==> config.mk <==
export PLATFORM = sky130hd
export DESIGN_NAME = mem_arbiter
export DESIGN_NICKNAME = d
export VERILOG_FILES = /design/src/rtl/mem_arbiter.sv
export SDC_FILE = /design/constraint.sdc
export NUM_CORES = 1
export LEC_CHECK = 0
export CORE_AREA = 5 5 96 98
export CTS_CLUSTER_SIZE = 30
export DETAILED_ROUTE_END_ITERATION = 7
export DIE_AREA = 0 0 101 103
export GPL_ROUTABILITY_DRIVEN = 0
export PLACE_DENSITY = 0.81
export SYNTH_ARGS = -nofsm -noshare
export SYNTH_HDL_FRONTEND = slang
export SYNTH_SLANG_ARGS = --single-unit
==> constraint.sdc <==
create_clock -name clk -period 1.4 [get_ports clk]
set_input_delay 0.28 -clock clk [delete_from_list [all_inputs] [get_ports clk]]
set_output_delay 0.28 -clock clk [all_outputs]
set_load 0.02 [all_outputs]
==> src/rtl/mem_arbiter.sv <==
// mem_arbiter: shares one single-port memory between an instruction-fetch
// requester and a data requester. Data normally wins; fetch is forced through
// after losing STARVE_LIMIT consecutive cycles. Memory read latency is one
// cycle, and responses are routed back to whichever side owned the grant.
//
// Ports:
//   clk, rst          clock, asynchronous active-low reset
//   i_req/i_addr      fetch request and byte address
//   i_gnt             fetch granted this cycle (combinational)
//   i_rvalid/i_rdata  fetch response, one cycle after grant
//   d_req/d_we/d_wstrb/d_addr/d_wdata   data request
//   d_gnt             data granted this cycle (combinational)
//   d_rvalid/d_rdata  data response (load data, or zero for a write ack)
//   m_en/m_we/m_wstrb/m_addr/m_wdata   memory command (combinational)
//   m_rdata           memory read data, valid one cycle after m_en
module mem_arbiter #(
   parameter int unsigned STARVE_LIMIT = 4,
   parameter int unsigned AW           = 16
) (
   input  logic          clk,
   input  logic          rst,
   input  logic          i_req,
   input  logic [31:0]   i_addr,
   output logic          i_gnt,
   output logic          i_rvalid,
   output logic [31:0]   i_rdata,
   input  logic          d_req,
   input  logic          d_we,
   input  logic [3:0]    d_wstrb,
   input  logic [31:0]   d_addr,
   input  logic [31:0]   d_wdata,
   output logic          d_gnt,
   output logic          d_rvalid,
   output logic [31:0]   d_rdata,
   output logic          m_en,
   output logic          m_we,
   output logic [3:0]    m_wstrb,
   output logic [AW-1:0] m_addr,
   output logic [31:0]   m_wdata,
   input  logic [31:0]   m_rdata
);

   localparam int unsigned SW = (STARVE_LIMIT < 1) ? 1 : $clog2(STARVE_LIMIT + 1);

   typedef enum logic [1:0] {
      OWN_NONE  = 2'd0,
      OWN_FETCH = 2'd1,
      OWN_DATA  = 2'd2
   } owner_e;

   owner_e          owner_q, owner_d;
   logic            was_write_q, was_write_d;
   logic [SW-1:0]   starve_cnt_q, starve_cnt_d;
   logic            fetch_win;

   // Byte-offset and upper address bits are intentionally ignored.
   logic unused_addr_bits;
   assign unused_addr_bits = ^{i_addr[31:AW+2], i_addr[1:0], d_addr[31:AW+2], d_addr[1:0]};

   // State registers: response owner, write flag, fetch starvation counter.
   always_ff @(posedge clk or negedge rst) begin
      if (!rst) begin
         owner_q      <= OWN_NONE;
         was_write_q  <= 1'b0;
         starve_cnt_q <= '0;
      end else begin
         owner_q      <= owner_d;
         was_write_q  <= was_write_d;
         starve_cnt_q <= starve_cnt_d;
      end
   end

   // Arbitration, memory command and next-state. Everything is held idle
   // while reset is asserted so no request leaks through.
   always_comb begin
      fetch_win    = 1'b0;
      i_gnt        = 1'b0;
      d_gnt        = 1'b0;
      m_en         = 1'b0;
      m_we         = 1'b0;
      m_wstrb      = 4'b0000;
      m_addr       = '0;
      m_wdata      = d_wdata;
      owner_d      = OWN_NONE;
      was_write_d  = 1'b0;
      starve_cnt_d = '0;
      if (rst) begin
         // Fetch wins when alone, or when it has starved for the full limit.
         fetch_win = i_req && (!d_req || (starve_cnt_q == SW'(STARVE_LIMIT)));
         if (fetch_win) begin
            i_gnt   = 1'b1;
            m_en    = 1'b1;
            m_addr  = i_addr[AW+1:2];
            owner_d = OWN_FETCH;
         end else if (d_req) begin
            d_gnt       = 1'b1;
            m_en        = 1'b1;
            m_we        = d_we;
            m_wstrb     = d_wstrb;
            m_addr      = d_addr[AW+1:2];
            owner_d     = OWN_DATA;
            was_write_d = d_we;
         end
         // Count lost cycles while fetch keeps requesting; saturate.
         if (i_req && !fetch_win) begin
            starve_cnt_d = (starve_cnt_q == SW'(STARVE_LIMIT)) ? starve_cnt_q
                                                               : starve_cnt_q + SW'(1);
         end
      end
   end

   // Response routing: the owner of last cycle's grant sees m_rdata.
   always_comb begin
      i_rvalid = rst && (owner_q == OWN_FETCH);
      d_rvalid = rst && (owner_q == OWN_DATA);
      i_rdata  = i_rvalid ? m_rdata : 32'h0;
      d_rdata  = (d_rvalid && !was_write_q) ? m_rdata : 32'h0;
   end

endmodule
==> flow_metrics.env <==
export IMPL_status="complete, but fails checks"
export IMPL_violations="negative setup slack"
export IMPL_cts_clk_slew_worst_paths_ps=30
export IMPL_synth_edff_count=0
export IMPL_synth_top_cells_by_area="and2_1 (26%), buf_4 (22%), dfrtp_1 (12%)"
export IMPL_vias=1724
export IMPL_ios=259
export IMPL_p_leak_nw=1.69
export IMPL_antennaDiodeCount=0
export IMPL_cts_root_buf="clkbuf_8"
export IMPL_antenna_left=0
export IMPL_start_util_pct=14.4
export IMPL_core_um2=8380
export IMPL_power_density_nw_per_um2=342
export IMPL_wl_um=6870
export IMPL_insertion_delay_ps=220
export IMPL_worstPathRequired_ps=1120
export IMPL_p_int_uw=874
export IMPL_dp_hpwl_um=4590
export IMPL_end_kind="output pin"
export IMPL_dieArea_um2=10400
export IMPL_crit_path_end="m_addr[0]"
export IMPL_placed_area_um2=2930
export IMPL_period_share_pct=137
export IMPL_grt_max_degree=12
export IMPL_synth_distinct_cells=22
export IMPL_synth_top_cell_by_area="and2_1"
export IMPL_cts_buffer_depth=2
export IMPL_max_slew_margin_pct=84.7
export IMPL_combPwrFrac_pct=65.4
export IMPL_setup_violations=88
export IMPL_synth_seq_cells=6
export IMPL_synth_nets=290
export IMPL_path_class="reg2out"
export IMPL_slew_viol_final=0
export IMPL_wl_per_cell_um=16.4
export IMPL_ys_flop_type="dfrtp_1"
export IMPL_rr_worst_depth=6
export IMPL_drtIter0Drc=24
export IMPL_syn_area_per_cell_um2=8.01
export IMPL_tightest_slew_ps=229
export IMPL_drc=0
export IMPL_drive_gt1_share_pct=70.8
export IMPL_cp_arrival_ps=1640
export IMPL_hold_viol=0
export IMPL_p_seq_share_pct=14.7
export IMPL_pwr_share_clk_pct=19.9
export IMPL_grt_pass1_wl_um=9650
export IMPL_die_y_um=103
export IMPL_critPathMaxFanout=7
export IMPL_fin_skew_ps=0.135
export IMPL_holdWs_ps=172
export IMPL_cts_tree="yes"
export IMPL_synth_top_area_share_pct=25.9
export IMPL_drt_pass1_iter_count=3
export IMPL_async_flop_share_pct=100
export IMPL_synth_cells=151
export IMPL_multi_input_area_um2=1010
export IMPL_antenna_found_initial=0
export IMPL_ff2ff_setup_slack_ps=40
export IMPL_area_delta_synth_final_pct=201
export IMPL_hp_class="in2async"
export IMPL_rr_startpoint="starve_cnt_q[1]"
export IMPL_cts_buffers_inserted=3
export IMPL_cp_startpoint="starve_cnt_q[1]"
export IMPL_rows=34
export IMPL_cts_sinks=6
export IMPL_register_area_um2=150
export IMPL_grt_pass1_vias=1840
export IMPL_syn_cell_area_um2=1210
export IMPL_drv_cap=0
export IMPL_r2r_end="was_write_q"
export IMPL_grt_usage_pct=12.2
export IMPL_ir_drop_v=0.000255
export IMPL_port_buffers=162
export IMPL_vias_per_cell=4.10
export IMPL_cts_max_level=1
export IMPL_p_switching_uw=372
export IMPL_switching_share_pct=29.9
export IMPL_finalNetCount=453
export IMPL_max_freq_ghz=0.521
export IMPL_min_period_ps=1920
export IMPL_rsz0062_at_grt="true"
export IMPL_final_setup_tns_ps=-34330
export IMPL_worst_slack_ps=-518
export IMPL_stdcell_area_um2=3640
export IMPL_gr_total_overflow=0
export IMPL_fillCellCount=761
export IMPL_synth_seq_area_share_pct=12.4
export IMPL_yosys_warnings=0
export IMPL_die_w_um=101
export IMPL_start_kind="flip-flop"
[cell usage after synthesis, drive strengths merged (2+ instances only)]
master	count
inv	2
clkbuf	2
dfrtp	6
ha	2
nor3b	2
nor2	3
nand2	3
and2	69
buf	39
a22o	16
[cells in the final DEF, fill, tap and decap left out, drive strengths merged, types with 2 or more instances in the layout]
cell,synthesis,routed
clkdlybuf4s50,0,69
inv,2,2
nor2,3,3
dfrtp,6,6
and2,69,69
dlygate4sd2,0,2
nor3b,2,2
ha,2,2
nand2,3,3
buf,39,125
clkbuf,2,5
a22o,16,16
[power groups by stage]
stage / clock, mW / combinational, mW / sequential [mW]
after floorplan: 0 / 0.385 / 0.185
after global placement: 0 / 0.646 / 0.185
after detailed placement: 0 / 0.655 / 0.185
after CTS: 0.257 / 0.816 / 0.183
after global routing: 0.274 / 0.860 / 0.183
final: 0.248 / 0.816 / 0.183
[worst min-delay path by stage]
| stage | endpoint | slack (ps) | cells past startpoint |
|---|---|---|---|
| after floorplan | owner_q[0] | -20 | 0 |
| after global placement | starve_cnt_q[0] | 540 | 2 |
| after detailed placement | m_wdata[10] | 560 | 0 |
| after CTS | starve_cnt_q[0] | 170 | 2 |
| after global routing | starve_cnt_q[0] | 180 | 2 |
| final | starve_cnt_q[2] | 170 | 2 |
[registers in the layout, summed over array words and instances (netlist names)]
name	cells
owner_q	2
starve_cnt_q	3
was_write_q	1
[metal layers]
layer | track usage, % | vias up | wire (µm)
met5 | 0 | - | 0
met1 | 12.1 | 791 | 2220
met3 | 6.02 | 4 | 985
li1 | - | 789 | -
met4 | 4.60 | 0 | 60
met2 | 22.0 | 140 | 3610
[per-stage QoR]
step / setup WS [ps] / total power, mW / utilization (%) / cells
finish: -518 / 1.25 / 43.5 / 420
global route: -573 / 1.32 / 43.5 / 420
CTS: -529 / 1.26 / 42.9 / 416
detailed placement: -1080 / 0.840 / 34.9 / 389
global placement: -1040 / 0.831 / 34.9 / 389
floorplan: -96.0 / 0.570 / - / 151
[critical path: stages, from the launching register on]
cell and delay, ps:
dfrtp_1 390, inv_2 80, ha_4 170, a31oi_4 120, buf_12 170, buf_12 130
a22o_4 240, buf_6 130
[logic make-up after synthesis]
family | share of synthesized area (%)
AO/OA/AOI/OAI | 14.2
adder cells (fa/ha/maj) | 2.07
buffers and inverters | 26.2
flip-flops | 12.4
multiplexers | 0.827
AND/OR/NAND/NOR | 44.4
[timing repair]
action,4_1_cts,5_1_grt
gates resized for setup,605,14
pin swaps,30,22
setup endpoints to repair,91,91
hold buffers,0,0
cloned,8,1
buffers inserted,18,5
[cell type report]
class                           count  share of cell area (%)
Inverter                            2                   0.206
Timing Repair Buffer              199                    63.1
Multi-Input combinational cell    102                    27.7
Tap cell                          108                    3.71
Sequential cell                     6                    4.12
Clock buffer                        3                    1.13
Power figures use the tool's default switching activity.
==> patch: new RTL, same settings <==
Make the reset (`rst`) synchronous in one clocked block. Comments in the files are not updated.
--- a/src/rtl/mem_arbiter.sv
+++ b/src/rtl/mem_arbiter.sv
@@ -58,7 +58,7 @@
    assign unused_addr_bits = ^{i_addr[31:AW+2], i_addr[1:0], d_addr[31:AW+2], d_addr[1:0]};
 
    // State registers: response owner, write flag, fetch starvation counter.
-   always_ff @(posedge clk or negedge rst) begin
+   always_ff @(posedge clk) begin
       if (!rst) begin
          owner_q      <= OWN_NONE;
          was_write_q  <= 1'b0;
Check against the original RTL: no difference found for any inputs over 10 cycles, from zero or initial values and one cycle with rst low; that may be too few to reach the edited logic, so the function may still have changed.
==> patch against the original RTL <==
The flow still finishes with violations (setup timing). Global-route usage decreased by 1.8 points. Power shrank 5.8%. Routed wire length decreased by 14%. Synthesized area down 2.3%. Cell area shrank 11%. First-iteration DRC count decreased by 83%. Sequential cell count is the same. Setup slack gained 0.13 ns. Critical path type unchanged. Critical endpoint is now d_rdata[1]. Largest power group unchanged.
==> patch: results (changes against the original RTL) <==
- Run status: finished with violations (unchanged).
- Violations in the final reports: setup timing (unchanged).
- The number of detailed-route iterations in the first pass was 4 (was 3).
- The total placed instance area is 2940 um2 (was 2925 um2).
- The actual transition at the worst max-transition pin came to 0.2443 ns (was 0.2295 ns).
- The cell leakage power was 1.501 nW (was 1.695 nW).
- The fraction of the yosys area taken by sequential cells came to 10.16% (was 12.41%).
- The count of unique library cells instantiated by Yosys came to 25 (was 22).
- Ranking of synthesized cells by area: sky130_fd_sc_hd__and2_1, sky130_fd_sc_hd__buf_4, sky130_fd_sc_hd__dfxtp_1 (was sky130_fd_sc_hd__and2_1, sky130_fd_sc_hd__buf_4, sky130_fd_sc_hd__dfrtp_1).
- The maximum clock skew at final layout is 0.002645 ns (was 0.0001350 ns).
- The half-perimeter wire length of the detailed placement result is 4551 um (was 4590 um).
- The synthesized netlist net count is 295 (was 290).
- The minimum setup slack after placement is -1.020 ns (was -1.076 ns).
- The final-report setup violation count was 87 (was 88).
- The critical-path maximum fanout came to 8 (was 7).
- The met3 track demand over resource came to 5.277% (was 6.022%).
- The total number of vias is 1615 (was 1724).
- The post-layout worst setup margin was -0.3900 ns (was -0.5182 ns).
- The type of the tightest min-delay check is in2reg (was in2async).
- The via count of the first global-routing pass is 1845 (was 1840).
- The maximum number of pins on one net before global-route repair is 34 (was 12).
- The worst path arrival time is 1.51 ns (was 1.64 ns).
- The post-detailed-routing wire length was 5914 um (was 6871 um).
- The met1 demand-to-capacity share in global routing is 10.53% (was 12.10%).
- The aggregate global-route resource usage is 10.37% (was 12.21%).
## patch: path summary, 6_finish.rpt
kind              startpoint              end  slack (ns)  cells after the start
max               owner_q[0]       d_rdata[1]       -0.39                      6
min                      rst       owner_q[1]        0.48                      3
max reg2reg  starve_cnt_q[0]      was_write_q        0.23                      5
min reg2reg  starve_cnt_q[0]  starve_cnt_q[0]        0.50                      2
## patch: through the flow
step	hold slack, ns	setup TNS [ns]	cells
after global routing	0.5104	-26.66	409
after CTS	0.4692	-25.35	410
after global placement	0.4880	-82.29	395
final	0.4844	-19.76	409
after floorplan	0.3719	-0.8629	156
after detailed placement	0.4999	-84.22	395
## patch: area by class of cell
class,instances,area (um2),share of cell area [%]
multi-input cells,106,974.7,29.96
repair buffers,183,1967,60.46
well taps,108,135.1,4.154
clock buffers,3,41.29,1.269
flip-flops and latches,6,123.9,3.808
inverters,3,11.26,0.3462
## patch: cells by family (layout without fill, tap and decap cells)
logic type	Yosys count	in the layout	synth area share, %
fa+ha+maj	2	2	2.116
flops	6	6	10.16
mux	1	1	0.8466
buf+inv	44	189	26.45
compound gates	21	21	17.57
simple gates	82	82	42.86
## patch: timing repair
item	in CTS	in global routing
buffers inserted	8	3
pin swaps	15	30
cloned	4	1
endpoints found under the setup margin	90	89
gates resized for setup	470	106
## patch: layer usage
metal	vias up	share of wire, %
li1	768	-
met5	-	0
met2	130	51
met1	711	33
met3	6	15
met4	0	1.1
## patch: critical path: stages (launching register included)
cell and delay [ns]:
sky130_fd_sc_hd__dfxtp_2 0.33, sky130_fd_sc_hd__and3b_2 0.21, sky130_fd_sc_hd__and2b_4 0.21, sky130_fd_sc_hd__buf_16 0.15, sky130_fd_sc_hd__buf_12 0.12, sky130_fd_sc_hd__and2_4 0.15, sky130_fd_sc_hd__buf_6 0.12
## patch: power breakdown
| part | switching, W | internal [W] |
|---|---|---|
| logic | 0.000277 | 0.000458 |
| clock network | 0.0000739 | 0.000185 |
| registers | 0.00000319 | 0.000178 |
